$ cat config.mk
export PLATFORM = sky130hd
export DESIGN_NAME = psum_collector_flat
export DESIGN_NICKNAME = d
export VERILOG_FILES = /design/src/rtl/psum_collector_if.sv /design/src/rtl/psum_collector.sv /design/src/flat_wrapper.sv
export SDC_FILE = /design/constraint.sdc
export NUM_CORES = 1
export LEC_CHECK = 0
export ABC_CLOCK_PERIOD_IN_PS = 11600
export BUFFER_PORTS_ARGS = -buffer_cell sky130_fd_sc_hd__buf_2
export CAP_MARGIN = 20
export CORE_MARGIN = 5
export CORE_UTILIZATION = 47
export DETAILED_ROUTE_END_ITERATION = 6
export GPL_TIMING_DRIVEN = 0
export MAX_ROUTING_LAYER = met4
export SLEW_MARGIN = 20
export SYNTH_ARGS = -nofsm -noshare
export SYNTH_HDL_FRONTEND = slang
export SYNTH_SLANG_ARGS = --single-unit
$ cat constraint.sdc
create_clock -name clk -period 11.6 [get_ports clk]
set_input_delay 1.74 -clock clk [delete_from_list [all_inputs] [get_ports clk]]
set_output_delay 1.74 -clock clk [all_outputs]
set_load 0.01 [all_outputs]
$ cat src/rtl/psum_collector_if.sv
// rtl/psum_collector_if.sv - psum input stream and result output stream of one column collector
interface psum_collector_if #(
    parameter int PSUM_WIDTH = 32,
    parameter int ACC_WIDTH  = 32
);
    logic [PSUM_WIDTH-1:0] psum_i;
    logic                  psum_en_i;
    logic [ACC_WIDTH-1:0]  out_data_o;
    logic                  out_valid_o;
    logic                  out_ready_i;
    logic                  out_last_o;

    // Producer of partial sums and consumer of results
    modport master (
        output psum_i, psum_en_i, out_ready_i,
        input  out_data_o, out_valid_o, out_last_o
    );

    // The collector itself
    modport slave (
        input  psum_i, psum_en_i, out_ready_i,
        output out_data_o, out_valid_o, out_last_o
    );
endinterface

$ cat src/rtl/psum_collector.sv
// rtl/psum_collector.sv - per-column partial-sum accumulator and drain (optional PSUM_COLLECTOR_SAT_EN: saturating add, sat_o)
module psum_collector #(
    parameter int PSUM_WIDTH = 32,
    parameter int ACC_WIDTH  = 32,
    parameter int MAX_ROWS   = 16,
    parameter int MAX_TILES  = 16,
    localparam int RW        = $clog2(MAX_ROWS),
    localparam int TW        = $clog2(MAX_TILES)
) (
    input  logic                clk,
    input  logic                rst_n,
    input  logic                start_i,
    input  logic [RW-1:0]       num_rows_m1_i,
    input  logic [TW-1:0]       num_tiles_m1_i,
    psum_collector_if.slave     col,
    output logic                busy_o,
    output logic                done_o,
    output logic                err_o
`ifdef PSUM_COLLECTOR_SAT_EN
    ,
    output logic                sat_o
`endif
);
    typedef enum logic [1:0] {S_IDLE, S_ACCUM, S_DRAIN} state_t;

    state_t               state;
    state_t               state_nxt;
    logic [RW-1:0]        rows_m1;
    logic [RW-1:0]        row_ptr;
    logic [RW-1:0]        rd_ptr;
    logic [TW-1:0]        tiles_m1;
    logic [TW-1:0]        tile_ptr;
    logic [ACC_WIDTH-1:0] acc [MAX_ROWS];

    logic                 start_acc;
    logic                 beat;
    logic                 beat_err;
    logic                 row_last;
    logic                 tile_last;
    logic                 rd_fire;
    logic                 rd_last;
    logic [ACC_WIDTH-1:0] acc_base;
    logic [ACC_WIDTH-1:0] psum_ext;
    logic [ACC_WIDTH-1:0] acc_wr;

    assign start_acc = start_i && (state == S_IDLE);
    assign beat      = col.psum_en_i && (state == S_ACCUM);
    assign beat_err  = col.psum_en_i && (state != S_ACCUM);
    assign row_last  = (row_ptr == rows_m1);
    assign tile_last = (tile_ptr == tiles_m1);
    assign rd_last   = (rd_ptr == rows_m1);
    assign rd_fire   = (state == S_DRAIN) && col.out_ready_i;

    // The first tile overwrites whatever a previous job left in the bank
    assign acc_base  = (tile_ptr == '0) ? '0 : acc[row_ptr];
    assign psum_ext  = ACC_WIDTH'(col.psum_i);

`ifdef PSUM_COLLECTOR_SAT_EN
    logic [ACC_WIDTH:0]   sum_full;
    logic                 sat_hit;

    assign sum_full = {1'b0, acc_base} + {1'b0, psum_ext};
    assign sat_hit  = sum_full[ACC_WIDTH];
    assign acc_wr   = sat_hit ? '1 : sum_full[ACC_WIDTH-1:0];
`else
    assign acc_wr   = acc_base + psum_ext;
`endif

    // State register
    always_ff @(posedge clk or negedge rst_n) begin
        if (!rst_n) state <= S_IDLE;
        else        state <= state_nxt;
    end

    // Next-state: IDLE -> ACCUM on start, ACCUM -> DRAIN on final beat, DRAIN -> IDLE on last accepted row
    always_comb begin
        state_nxt = state;
        case (state)
            S_IDLE:  if (start_i) state_nxt = S_ACCUM;
            S_ACCUM: if (beat && row_last && tile_last) state_nxt = S_DRAIN;
            S_DRAIN: if (rd_fire && rd_last) state_nxt = S_IDLE;
            default: state_nxt = S_IDLE;
        endcase
    end

    // Outputs decoded from the current state; data forced to zero outside DRAIN
    always_comb begin
        col.out_valid_o = 1'b0;
        col.out_last_o  = 1'b0;
        col.out_data_o  = '0;
        busy_o          = (state != S_IDLE);
        if (state == S_DRAIN) begin
            col.out_valid_o = 1'b1;
            col.out_last_o  = rd_last;
            col.out_data_o  = acc[rd_ptr];
        end
    end

    // Job configuration, pointers and status flags
    always_ff @(posedge clk or negedge rst_n) begin
        if (!rst_n) begin
            rows_m1  <= '0;
            tiles_m1 <= '0;
            row_ptr  <= '0;
            tile_ptr <= '0;
            rd_ptr   <= '0;
            done_o   <= 1'b0;
            err_o    <= 1'b0;
        end else begin
            done_o <= rd_fire && rd_last;
            if (start_acc) begin
                rows_m1  <= num_rows_m1_i;
                tiles_m1 <= num_tiles_m1_i;
                row_ptr  <= '0;
                tile_ptr <= '0;
                rd_ptr   <= '0;
            end else if (beat) begin
                if (row_last) begin
                    row_ptr  <= '0;
                    tile_ptr <= tile_ptr + TW'(1);
                end else begin
                    row_ptr  <= row_ptr + RW'(1);
                end
            end
            if (rd_fire) rd_ptr <= rd_last ? '0 : rd_ptr + RW'(1);
            // A stray beat in the same cycle as an accepted start still flags the error
            if (beat_err)       err_o <= 1'b1;
            else if (start_acc) err_o <= 1'b0;
        end
    end

    // Accumulator bank: one write per accepted beat
    always_ff @(posedge clk or negedge rst_n) begin
        if (!rst_n) begin
            for (int i = 0; i < MAX_ROWS; i++) acc[i] <= '0;
        end else if (beat) begin
            acc[row_ptr] <= acc_wr;
        end
    end

`ifdef PSUM_COLLECTOR_SAT_EN
    // Sticky saturation flag, cleared by an accepted start
    always_ff @(posedge clk or negedge rst_n) begin
        if (!rst_n)               sat_o <= 1'b0;
        else if (beat && sat_hit) sat_o <= 1'b1;
        else if (start_acc)       sat_o <= 1'b0;
    end
`endif
endmodule

$ cat src/flat_wrapper.sv
// flat-port wrapper written by rule: the top's interface ports become plain ports
module psum_collector_flat 
#(
    parameter int PSUM_WIDTH = 32,
    parameter int ACC_WIDTH  = 32,
    parameter int MAX_ROWS   = 16,
    parameter int MAX_TILES  = 16,
    localparam int RW        = $clog2(MAX_ROWS),
    localparam int TW        = $clog2(MAX_TILES)
)
  (clk, rst_n, start_i, num_rows_m1_i, num_tiles_m1_i, busy_o, done_o, err_o, col_psum_i, col_psum_en_i, col_out_ready_i, col_out_data_o, col_out_valid_o, col_out_last_o);
  psum_collector_if #(.PSUM_WIDTH(PSUM_WIDTH), .ACC_WIDTH(ACC_WIDTH)) col_i ();
  input  logic clk;
  input  logic rst_n;
  input  logic start_i;
  input  logic [RW-1:0] num_rows_m1_i;
  input  logic [TW-1:0] num_tiles_m1_i;
  output logic busy_o;
  output logic done_o;
  output logic err_o;
  input wire logic [$bits(col_i.psum_i)-1:0] col_psum_i;
  input wire logic [$bits(col_i.psum_en_i)-1:0] col_psum_en_i;
  input wire logic [$bits(col_i.out_ready_i)-1:0] col_out_ready_i;
  output wire logic [$bits(col_i.out_data_o)-1:0] col_out_data_o;
  output wire logic [$bits(col_i.out_valid_o)-1:0] col_out_valid_o;
  output wire logic [$bits(col_i.out_last_o)-1:0] col_out_last_o;
  assign col_i.psum_i = col_psum_i;
  assign col_i.psum_en_i = col_psum_en_i;
  assign col_i.out_ready_i = col_out_ready_i;
  assign col_out_data_o = col_i.out_data_o;
  assign col_out_valid_o = col_i.out_valid_o;
  assign col_out_last_o = col_i.out_last_o;
  psum_collector #(.PSUM_WIDTH(PSUM_WIDTH), .ACC_WIDTH(ACC_WIDTH), .MAX_ROWS(MAX_ROWS), .MAX_TILES(MAX_TILES)) u_core (.clk(clk), .rst_n(rst_n), .start_i(start_i), .num_rows_m1_i(num_rows_m1_i), .num_tiles_m1_i(num_tiles_m1_i), .col(col_i), .busy_o(busy_o), .done_o(done_o), .err_o(err_o));
endmodule
==> out/results.ini <==
[pwr]
p_seq_share_pct = 28.8
pwr-share-comb_pct = 53.0
p_per_area_nw_per_um2 = 325
p_int_uw = 6040
switching_power_uw = 4960
p_clk_share_pct = 18.3
power.leakage_uw = 0.0143
irDropWorstVdd_v = 0.000173
p_sw_share_pct = 45.1

[sta]
setup_tns_ns = 0
finClkSkew_ns = 0.0354
fmaxAchievable_ghz = 0.145
period_minus_slack_ns = 6.90
period_share_pct = 59.5
rsz0062_at_grt = no
setup_viol = 0
hold_viol_final = 0
final_max_slew_viol_count = 0
relSlewSlack_pct = 12.8
whs_ns = 0.493
worst_pin_slew_ns = 1.31

[placement]
gp_congestion = 0.991
dp_hpwl_mm = 81.2
place_area_um2 = 31800
portBuffers = 81

[die]
die_w_um = 263
die_area_um2 = 69300
die_y_um = 263
core_area_um2 = 63300
initial_core_util_pct = 47.6
top_level_ports = 82
num_rows = 92

[worst_setup_path]
cp_slowest_cell = buf_1
critPathRequiredTime_ns = 12.10
critical_path.most_common_cell = clkbuf_1
critPathMaxStageDelay_ns = 0.92
critPathCaptureType = register
cp_max_fo = 10
start_kind = register
crit_arrival_ns = 7.40
path_cells = clkbuf_1 -> buf_1 -> clkbuf_2 -> mux4_2 -> nor2b_1 -> ha_1 -> inv_1 -> fa_1 -> nand2b_1 -> a21oi_1 -> o21ai_1 -> a2111o_1 -> a211oi_1 -> clkbuf_1 -> nand4b_1 -> nand3_1
critical_path_class = register to register

[logic_synthesis]
synth_top_area_cell = dfrtp_1
synth.top_cell.area_share_pct = 44.5
syn-num-nets = 2681
syn_inst = 2597
synthSimpleGateAreaFrac_pct = 11.1
ys_seq_elements = 536
syn_area_um2 = 30100
synth_edf_count = 0
synthArstFlopShare_pct = 100
synth_top_family_by_area = multiplexers
ys_types = 68
synthAdderAreaFrac_pct = 1.64
synth_compound_area_share_pct = 10.9
synthXorXnorAreaFrac_pct = 1.07
ys_warn_count = 0
synthMuxAreaShare_pct = 27.1
synth_area_leaders = dfrtp_1 (45%), mux4_2 (24%), nand2_1 (6.4%)
ys.flop_type = dfrtp_1
avgSynthCellArea_um2 = 11.6
ys_seq_area_share_pct = 44.5

[cts]
ctsResizeCount = 0
cts_buffers = 59
htree_levels = 2
post_cts_buffers = 0
cts_tree = done
cts.sinks = 536
clkTransAtPathRegs_ns = 0.06
clk_latency_ns = 0.65
cts-root-buf = clkbuf_16
clock_path_buffers = 3
holdBufCountCts = 0

[global_route]
grt_antenna_before_repair = 5
grt_max_degree = 99
grt_overflow = 0
grt_pass1_wl_mm = 169
grt_usage_pct = 34.2
grt_pass1_vias = 24500

[routing]
drt_iter0_markers = 3515
viasPerCell = 6.77
drt-total-wl_mm = 117
postRouteAntennaNets = 0
drc_errors = 0
vias = 24600
firstDrtPassIters = 7
wl_per_cell_um = 32.2

[layout]
multi_input_area_um2 = 15600
n_fill_cell = 5556
final_cell_mix = dfrtp_1 (536), nand2_1 (514), o21ai_0 (323)
drive_above_1_share_pct = 24.6
nets = 2830
area_growth_pct = 12.3
register_area_um2 = 13400
post-route-cell-area_um2 = 33800
final_common_cell = dfrtp_1

[min_path]
min_path_type = register to register

[flow_run]
max_cap_viol_count = 0

[status]
status = complete, no violations

metal layers:
| metal | part of all wire [%] | track usage (%) |
|---|---|---|
| met4 | 6.1 | 17.3 |
| met2 | 44 | 49.6 |
| met3 | 12 | 9.35 |
| met5 | 0 | - |
| met1 | 37 | 44.8 |
path summary, 6_finish.rpt:
check	start	endpoint	slack (ns)	cells past startpoint
max in group asynchronous	rst_n	u_core.acc[186]	9.00	3
worst max register to register	u_core.row_ptr[3]	u_core.acc[284]	4.70	16
worst min register to register	u_core.acc[163]	u_core.acc[163]	0.49	2
worst min-delay path	u_core.acc[163]	u_core.acc[163]	0.49	2
min in group asynchronous	rst_n	u_core.acc[205]	1.12	1
worst max-delay path	u_core.row_ptr[3]	u_core.acc[284]	4.70	16
through the flow:
| step | instances | power, uW | util, % | setup slack (ns) |
|---|---|---|---|---|
| final | 3640 | 11000 | 53.4 | 4.70 |
| after global routing | 3639 | 11500 | 53.4 | 4.61 |
| after CTS | 3637 | 10800 | 53.4 | 4.97 |
| after detailed placement | 3531 | 8830 | 50.2 | 5.02 |
| after global placement | 3524 | 8640 | 49.9 | -2.15 |
| after floorplan | 2597 | 6880 | - | 7.21 |
registers in the layout, summed over array words and instances, names as in the netlist:
| name | cells |
|---|---|
| u_core.acc | 512 |
| u_core.done_o | 1 |
| u_core.err_o | 1 |
| u_core.rd_ptr | 4 |
| u_core.row_ptr | 4 |
| u_core.rows_m1 | 4 |
| u_core.state | 2 |
| u_core.tile_ptr | 4 |
| u_core.tiles_m1 | 4 |
cell families (layout without fill, tap and decap cells):
family	count (synthesis)	count (layout)
and+or+nand+nor	761	761
AOI/OAI and AO/OA	547	547
DFF	536	536
muxes	411	411
buffers and inverters	267	461
adders and majority gates	39	39
xor gates and xnor gates	36	36
other	0	3
cells in the mapped netlist, types with 5 or more instances:
library cell,count
buf_2,35
a21o_1,11
o31ai_2,10
dfrtp_1,536
nor2b_1,36
ha_1,38
nand2b_1,5
o21a_1,9
mux2i_1,7
nor2_1,50
buf_4,6
nand4b_1,16
nand4_1,7
inv_1,15
mux4_2,316
nand2_1,514
o211ai_1,5
clkbuf_1,172
nor3_1,26
buf_1,33
o21ai_0,323
and3_1,12
xnor2_1,21
a211oi_1,5
and2_1,45
mux2_2,88
a21oi_1,53
nand3_1,31
xor2_1,14
a31oi_1,5
o31ai_1,89
and3b_1,5
power groups by stage:
stage | registers [uW] | clock network (uW) | logic (uW)
final | 3160 | 2010 | 5820
after global routing | 3240 | 2080 | 6180
after CTS | 3140 | 2020 | 5680
after detailed placement | 3160 | 0 | 5660
after global placement | 3090 | 0 | 5550
after floorplan | 2980 | 0 | 3900
layout make-up:
cell class | instances | share of cell area [%]
flip-flops and latches | 536 | 39.6
diodes | 3 | 0.0222
clock inverters | 22 | 0.936
multi-input cells | 1794 | 46.2
inverters | 16 | 0.178
well taps | 846 | 3.13
repair buffers | 88 | 1.69
plain buffers | 251 | 3.10
clock buffers | 84 | 5.08
worst max-delay path: cells and delay by family, from the launching register on:
| family | cells | cell delay (ns) |
|---|---|---|
| flops | 1 | 0.42 |
| compound gates | 4 | 1.81 |
| mux | 1 | 0.32 |
| fa+ha+maj | 2 | 0.74 |
| buf+inv | 5 | 2.78 |
| simple gates | 4 | 0.69 |
No activity file was read; power rests on OpenSTA's default activity.
